===== src/rtl/cpu_controle_seq.sv =====
// rtl/cpu_controle_seq.sv - control sequencer issuing register codes and ULA select for the 4-bit datapath
module cpu_controle_seq #(
  parameter int WIDTH = 4,
  parameter int CW    = 4
) (
  input  logic          clock,
  input  logic          reset_n,
  input  logic [3:0]    instr,
  input  logic          instr_valid,
  output logic          instr_ready,
  input  logic          y_lsb,
  output logic [CW-1:0] tx,
  output logic [CW-1:0] ty,
  output logic [CW-1:0] tz,
  output logic [3:0]    ula_op,
  output logic          done,
  output logic          illegal
);

  localparam int CNTW = (WIDTH > 1) ? $clog2(WIDTH) : 1;

  localparam logic [2:0] S_IDLE      = 3'd0;
  localparam logic [2:0] S_EXEC      = 3'd1;
  localparam logic [2:0] S_MUL_ADD   = 3'd2;
  localparam logic [2:0] S_MUL_SHIFT = 3'd3;
  localparam logic [2:0] S_DONE      = 3'd4;

  localparam logic [CW-1:0] C_CLEAR  = CW'(0);
  localparam logic [CW-1:0] C_LOAD   = CW'(1);
  localparam logic [CW-1:0] C_HOLD   = CW'(2);
  localparam logic [CW-1:0] C_SHIFTR = CW'(3);
  localparam logic [CW-1:0] C_SHIFTL = CW'(4);

  localparam logic [3:0] U_PASSY = 4'd0;
  localparam logic [3:0] U_ADD   = 4'd1;
  localparam logic [3:0] U_SUB   = 4'd2;
  localparam logic [3:0] U_ADDZ  = 4'd3;

  localparam logic [3:0] OP_NOP  = 4'd0;
  localparam logic [3:0] OP_CLR  = 4'd1;
  localparam logic [3:0] OP_LDX  = 4'd2;
  localparam logic [3:0] OP_ADD  = 4'd3;
  localparam logic [3:0] OP_SUB  = 4'd4;
  localparam logic [3:0] OP_SHR  = 4'd5;
  localparam logic [3:0] OP_MOVZ = 4'd6;
  localparam logic [3:0] OP_MUL  = 4'd7;

  logic [2:0]      state;
  logic [3:0]      opcode;
  logic [CNTW-1:0] cnt;
  logic            accept;

  assign instr_ready = (state == S_IDLE);
  assign accept      = instr_valid && instr_ready;

  always_ff @(posedge clock or negedge reset_n) begin
    if (!reset_n) begin
      state  <= S_IDLE;
      opcode <= OP_NOP;
      cnt    <= '0;
    end else begin
      case (state)
        S_IDLE: begin
          if (accept) begin
            opcode <= instr;
            if (instr == OP_MUL) begin
              state <= S_MUL_ADD;
              cnt   <= CNTW'(WIDTH - 1);
            end else begin
              state <= S_EXEC;
            end
          end
        end
        S_EXEC:    state <= S_DONE;
        S_MUL_ADD: state <= S_MUL_SHIFT;
        S_MUL_SHIFT: begin
          // cnt counts remaining iterations; it stops at zero instead of wrapping
          if (cnt == '0) begin
            state <= S_DONE;
          end else begin
            cnt   <= cnt - 1'b1;
            state <= S_MUL_ADD;
          end
        end
        S_DONE:  state <= S_IDLE;
        default: state <= S_IDLE;
      endcase
    end
  end

  always_comb begin
    tx      = C_HOLD;
    ty      = C_HOLD;
    tz      = C_HOLD;
    ula_op  = U_PASSY;
    done    = 1'b0;
    illegal = 1'b0;
    case (state)
      S_EXEC: begin
        case (opcode)
          OP_CLR: begin
            tx = C_CLEAR;
            ty = C_CLEAR;
            tz = C_CLEAR;
          end
          OP_LDX: tx = C_LOAD;
          OP_ADD: begin
            ula_op = U_ADD;
            ty     = C_LOAD;
          end
          OP_SUB: begin
            ula_op = U_SUB;
            ty     = C_LOAD;
          end
          OP_SHR:  ty = C_SHIFTR;
          OP_MOVZ: begin
            ula_op = U_PASSY;
            tz     = C_LOAD;
          end
          default: ;
        endcase
      end
      S_MUL_ADD: begin
        // partial product: accumulate the shifted multiplicand when the multiplier bit is set
        if (y_lsb) begin
          ula_op = U_ADDZ;
          tz     = C_LOAD;
        end
      end
      S_MUL_SHIFT: begin
        tx = C_SHIFTL;
        ty = C_SHIFTR;
      end
      S_DONE: begin
        done    = 1'b1;
        illegal = opcode[3];
      end
      default: ;
    endcase
  end

endmodule


===== config.mk =====
export PLATFORM = sky130hd
export DESIGN_NAME = cpu_controle_seq
export DESIGN_NICKNAME = d
export VERILOG_FILES = /design/src/rtl/cpu_controle_seq.sv
export SDC_FILE = /design/constraint.sdc
export NUM_CORES = 1
export LEC_CHECK = 0
export CORE_MARGIN = 2
export CORE_UTILIZATION = 39
export DETAILED_ROUTE_END_ITERATION = 12
export GPL_TIMING_DRIVEN = 1
export PLACE_DENSITY = 0.75
export SLEW_MARGIN = 25
export SYNTH_ARGS = -nofsm -noshare
export SYNTH_HDL_FRONTEND = slang
export SYNTH_SLANG_ARGS = --single-unit

===== constraint.sdc =====
create_clock -name clock -period 1.4 [get_ports clock]
set_input_delay 0.28 -clock clock [delete_from_list [all_inputs] [get_ports clock]]
set_output_delay 0.28 -clock clock [all_outputs]
set_load 0.05 [all_outputs]

-- After elaboration in Yosys (flattened, before gate mapping)
Cells that the tools add are included.
- $add $sub $neg: 1
- equal/unequal tests: 14
- mux-type cells: 20
- reduce and logical (&&, ||, !) cells: 7
- operator list (cell ; number):
    one-hot mux 2 bit (2 select lines) ; 7
    == test 4 x 3 -> 1 bit, second input constant ; 4
    two-way mux 2 bit ; 6
    one-hot mux 3 bit (4 select lines) ; 1
    == test 4 x 2 -> 1 bit, second input constant ; 2
    == test 3 x 2 -> 1 bit, second input constant ; 2
    two-way mux 3 bit ; 2
    one-hot mux 2 bit (3 select lines) ; 1
    one-hot mux 3 bit (2 select lines) ; 1
    == test 4 x 1 -> 1 bit, second input constant ; 1
    inequality test 2 x 1 -> 1 bit, second input constant ; 2
    AND reduction 4 bit ; 1
    == test 3 x 1 -> 1 bit, second input constant ; 1
    == test 3 bit, second input constant ; 1
    logical NOT 3 bit ; 1
    logical NOT 2 bit ; 1
    two-way mux 1 bit ; 2
    inequality test 2 bit, second input constant ; 1
    AND reduction 2 bit ; 1
    nonzero test 2 bit ; 1
    OR reduction 2 bit ; 1
    subtractor 2 x 1 -> 2 bit, second input constant ; 1
    logical AND 1 bit ; 1
- register bits after elaboration: 9
- input bits: 8
- output and inout bits: 19
- logic and storage cells: 45

-- Longest topological paths before layout
- depth in word-level cells: 4
- mapped depth: 5
- depth with buffers taken out: 5

-- Worst setup path before layout
OpenSTA, ideal clock, no wires.
- kind: flip-flop to output port
- start point: reg state[2]
- end point: out tx[2]
- arrival: 1.673 ns
- path slack: -0.553 ns
- stages on the path, launching flop included: 3
- path buffers: 1
- cells stage by stage: dfrtp_1 > buf_2 > nor3_1
- cells in the longest elaborated chain, start to end: 2
- elaborated cells on any way between the ends: 3
- RTL lines (what ; RTL line ; source):
    start, declared ; 48 ; logic [2:0] state;
    start signal, assigned ; 58 ; state <= S_IDLE;
    start signal, assigned ; 67 ; state <= S_MUL_ADD;
    start signal, assigned ; 70 ; state <= S_EXEC;
    == test 3 x 2 -> 1 bit or == test 3 x 1 -> 1 bit (tied branches) ; 98 ; case (state)
    one-hot mux 3 bit (2 select lines) (*) ; 98 ;
    end, declared ; 12 ; output logic [CW-1:0] tx,
Every way passes the cells marked *; elsewhere a longest branch is shown, timed or not.

-- Worst setup path after layout
- start point: reg state[2]
- end point: out ula_op[1]
- cells in the longest elaborated chain, start to end: 2
- elaborated cells on any way between the ends: 3
- RTL lines (what ; RTL line ; source):
    == test 3 x 2 -> 1 bit or == test 3 x 1 -> 1 bit (tied branches) ; 98 ;
    one-hot mux 2 bit (2 select lines) (*) ; 98 ;
    end, declared ; 15 ; output logic [3:0] ula_op,
Marks and branches as above.

==> impl_metrics.tcl <==
set metrics [dict create \
    status "complete, but fails checks" \
    violations "negative setup slack" \
    synthAdderAreaFrac_pct 1.733 \
    final_cell_count_no_fill 151 \
    place_hpwl_um 1423 \
    synthTopCellsByArea "dfrtp_1 31%, buf_4 8.3%, nand2b_1 5.2%, mux2_1 4.7%, a41o_1 4.2%" \
    placed_area_um2 1221 \
    crit_buf_inv 1 \
    synth_top_cell_by_area "dfrtp_1" \
    period_minus_slack_ps 1806 \
    final_nets 136 \
    clockBufferDepth 2 \
    post-place-ws_ps -260.8 \
    htreeDepth 1 \
    critical_path.top_delay_family "simple AND/OR/NAND/NOR gates" \
    synth-simple-area-share_pct 27.73 \
    start_kind "register" \
    finalSetupViolations 17 \
    die_area_um2 2211 \
    crit_path_top_delay_cell "dfrtp_2" \
    gp_congestion 0.8188 \
    finalPower_mw 3.325 \
    drt-total-wl_um 2356 \
    seq_area_frac_synth_pct 31.20 \
    setup_ws_ps -406.4 \
    die_w_um 47.03 \
    critPathMaxStageDelay_ps 440 \
    clkLatencyLatePin_ps 260 \
    ctsHoldBuffers 0 \
    finalMaxSlewViolations 0 \
    syn2layout_area_growth_pct 102.3 \
    syn_area_um2 721.9 \
    yosysMostFrequentCell "dfrtp_1" \
    cts-root-buf "clkbuf_4" \
    irDropWorstVdd_v 0.002119 \
    synth-edff-count 0 \
    port_buffers 19 \
    fmax_ghz 0.5536 \
    core_area_um2 1727 \
    fin_area_um2 1460 \
    fin_crit_sh_pct 129.0 \
    drive_gt1_share_pct 62.70 \
    cts_tree "yes" \
    synth_cell_type_count 38 \
    synth_compound_gate_area_share_pct 16.29 \
    cp-end-kind "output pin" \
    drc_errors 0 \
    drv_cap 0 \
    nFillCells 100 \
    grt_pass1_wl_um 3346 \
    ys_warn_count 0 \
    synthArstFlopShare_pct 100.0 \
    io_pins 27 \
    grt_pass1_vias 739 \
    grt-ovfl-total 0 \
    p_leak_nw 0.6572 \
    antenna_found_initial 0 \
    synth_flop_cell "dfrtp_1" \
    crit_cells 4 \
    start_util_pct 41.81 \
    firstDrtPassIters 4 \
    n_antenna_cell 0 \
    cts_sinks 9 \
    crit_required_ps 1120 \
    worst-setup-path-type "reg2out" \
    syn_area_per_cell_um2 9.024 \
    crit_chain "nor3b_2, and2b_2, a41o_4, buf_12" \
    die_h_um 47.03 \
    synth_top_area_share_pct 31.20 \
    synth_cells 80 \
    via_count 797 \
    holdWs_ps 318.9 \
    synth_xor_xnor_area_share_pct 1.213 \
    grt_max_degree 10 \
    hold_violations 0 \
    track_usage_pct 22.06 \
    synth_top_family_by_area "simple AND/OR/NAND/NOR gates" \
    placed_cells_incl_taps 137 \
    utilization_pct 84.57 \
    finalSetupTns_ps -4269 \
    antenna_left 0 \
    rr_worst_depth 5 \
    rows 15 \
    cp.arrival_ps 1530 \
    rsz0062_at_grt "true" \
    path_clk_slew_ps 70 \
    synthMuxAreaShare_pct 6.066 \
    powerDensity_nw_per_um2 2277 \
    cts_buffers 3 \
    hold_class "in2async" \
    synthTopCellsByCount "9 x dfrtp_1, 8 x buf_4, 6 x inv_1, 6 x nand2b_1, 5 x a21oi_1" \
    ys_ff_latch 9 \
    worstPathMaxFanout 4 \
    dr.first_iter.drc_count 22 \
    wl_per_cell_um 15.60 \
    fin_skew_ps 8.112 \
    viasPerCell 5.278 \
]
-- where the power goes --
group / internal, mW / switching (mW)
Clock: 0.110 / 0.0910
Sequential: 0.393 / 0.196
Combinational: 1.33 / 1.21
-- sequential cells by signal, summed over array words and instances, names as in the netlist --
| register | flops |
|---|---|
| opcode | 4 |
| cnt | 2 |
| state | 3 |
-- final timing paths --
| kind | startpoint | end | slack, ps |
|---|---|---|---|
| min in group clock | opcode[1] | opcode[1] | 630 |
| setup / recovery | state[2] | ula_op[1] | -410 |
| max in group asynchronous | reset_n | opcode[2] | 750 |
| hold reg to reg | opcode[1] | opcode[1] | 630 |
| hold / removal | reset_n | cnt[1] | 320 |
| setup reg to reg | cnt[0] | cnt[1] | -140 |
-- worst register-to-register path, stage by stage, from the launching register on --
cell and delay, ps:
dfrtp_1 370, inv_1 60, ha_1 280, or4bb_1 490, o21ai_0 120, a221oi_2 100
-- per-layer routing --
layer,GRT usage (%),part of all wire [%],vias up
li1,-,-,366
met1,28.54,39,386
met2,37.26,54,43
met3,3.077,7.0,2
met4,8.333,0.81,0
met5,0,0,-
-- final cells by class --
class	instances	area, um^2	share of cell area, %
multi-input cells	59	570.5	39.07
repair buffers	47	566.8	38.82
flip-flops and latches	9	234.0	16.02
inverters	7	31.28	2.142
well taps	25	31.28	2.142
clock buffers	4	26.28	1.799
-- logic make-up (layout without fill, tap and decap cells) --
| group | after synthesis | count (layout) |
|---|---|---|
| simple gates | 29 | 29 |
| buf+inv | 18 | 58 |
| compound gates | 17 | 17 |
| flops | 9 | 9 |
| mux | 4 | 4 |
| fa+ha+maj | 1 | 1 |
| other cells | 1 | 7 |
| xor+xnor | 1 | 1 |
-- what timing repair did --
action                     4_1_cts  5_1_grt
buffers inserted                 6        7
resized for setup               23       15
setup endpoints to repair       17       17
pin swaps                        9        9
-- placed cells by master, fill, tap and decap left out, types with 2 or more instances in the layout --
cell and instances:
buf_4 18, buf_12 13, buf_6 9, conb_1 7, clkdlybuf4s50_1 7, dfrtp_2 7
nand2b_1 5, inv_1 5, a41o_4 3, mux2_4 3, clkbuf_4 3, inv_4 2
nor3_4 2, o21ai_0 2, nor2_4 2, a21oi_1 2, a21o_1 2, a21oi_4 2
and2_4 2, nand3_1 2, dfrtp_1 2
(Power assumes the default switching activity.)
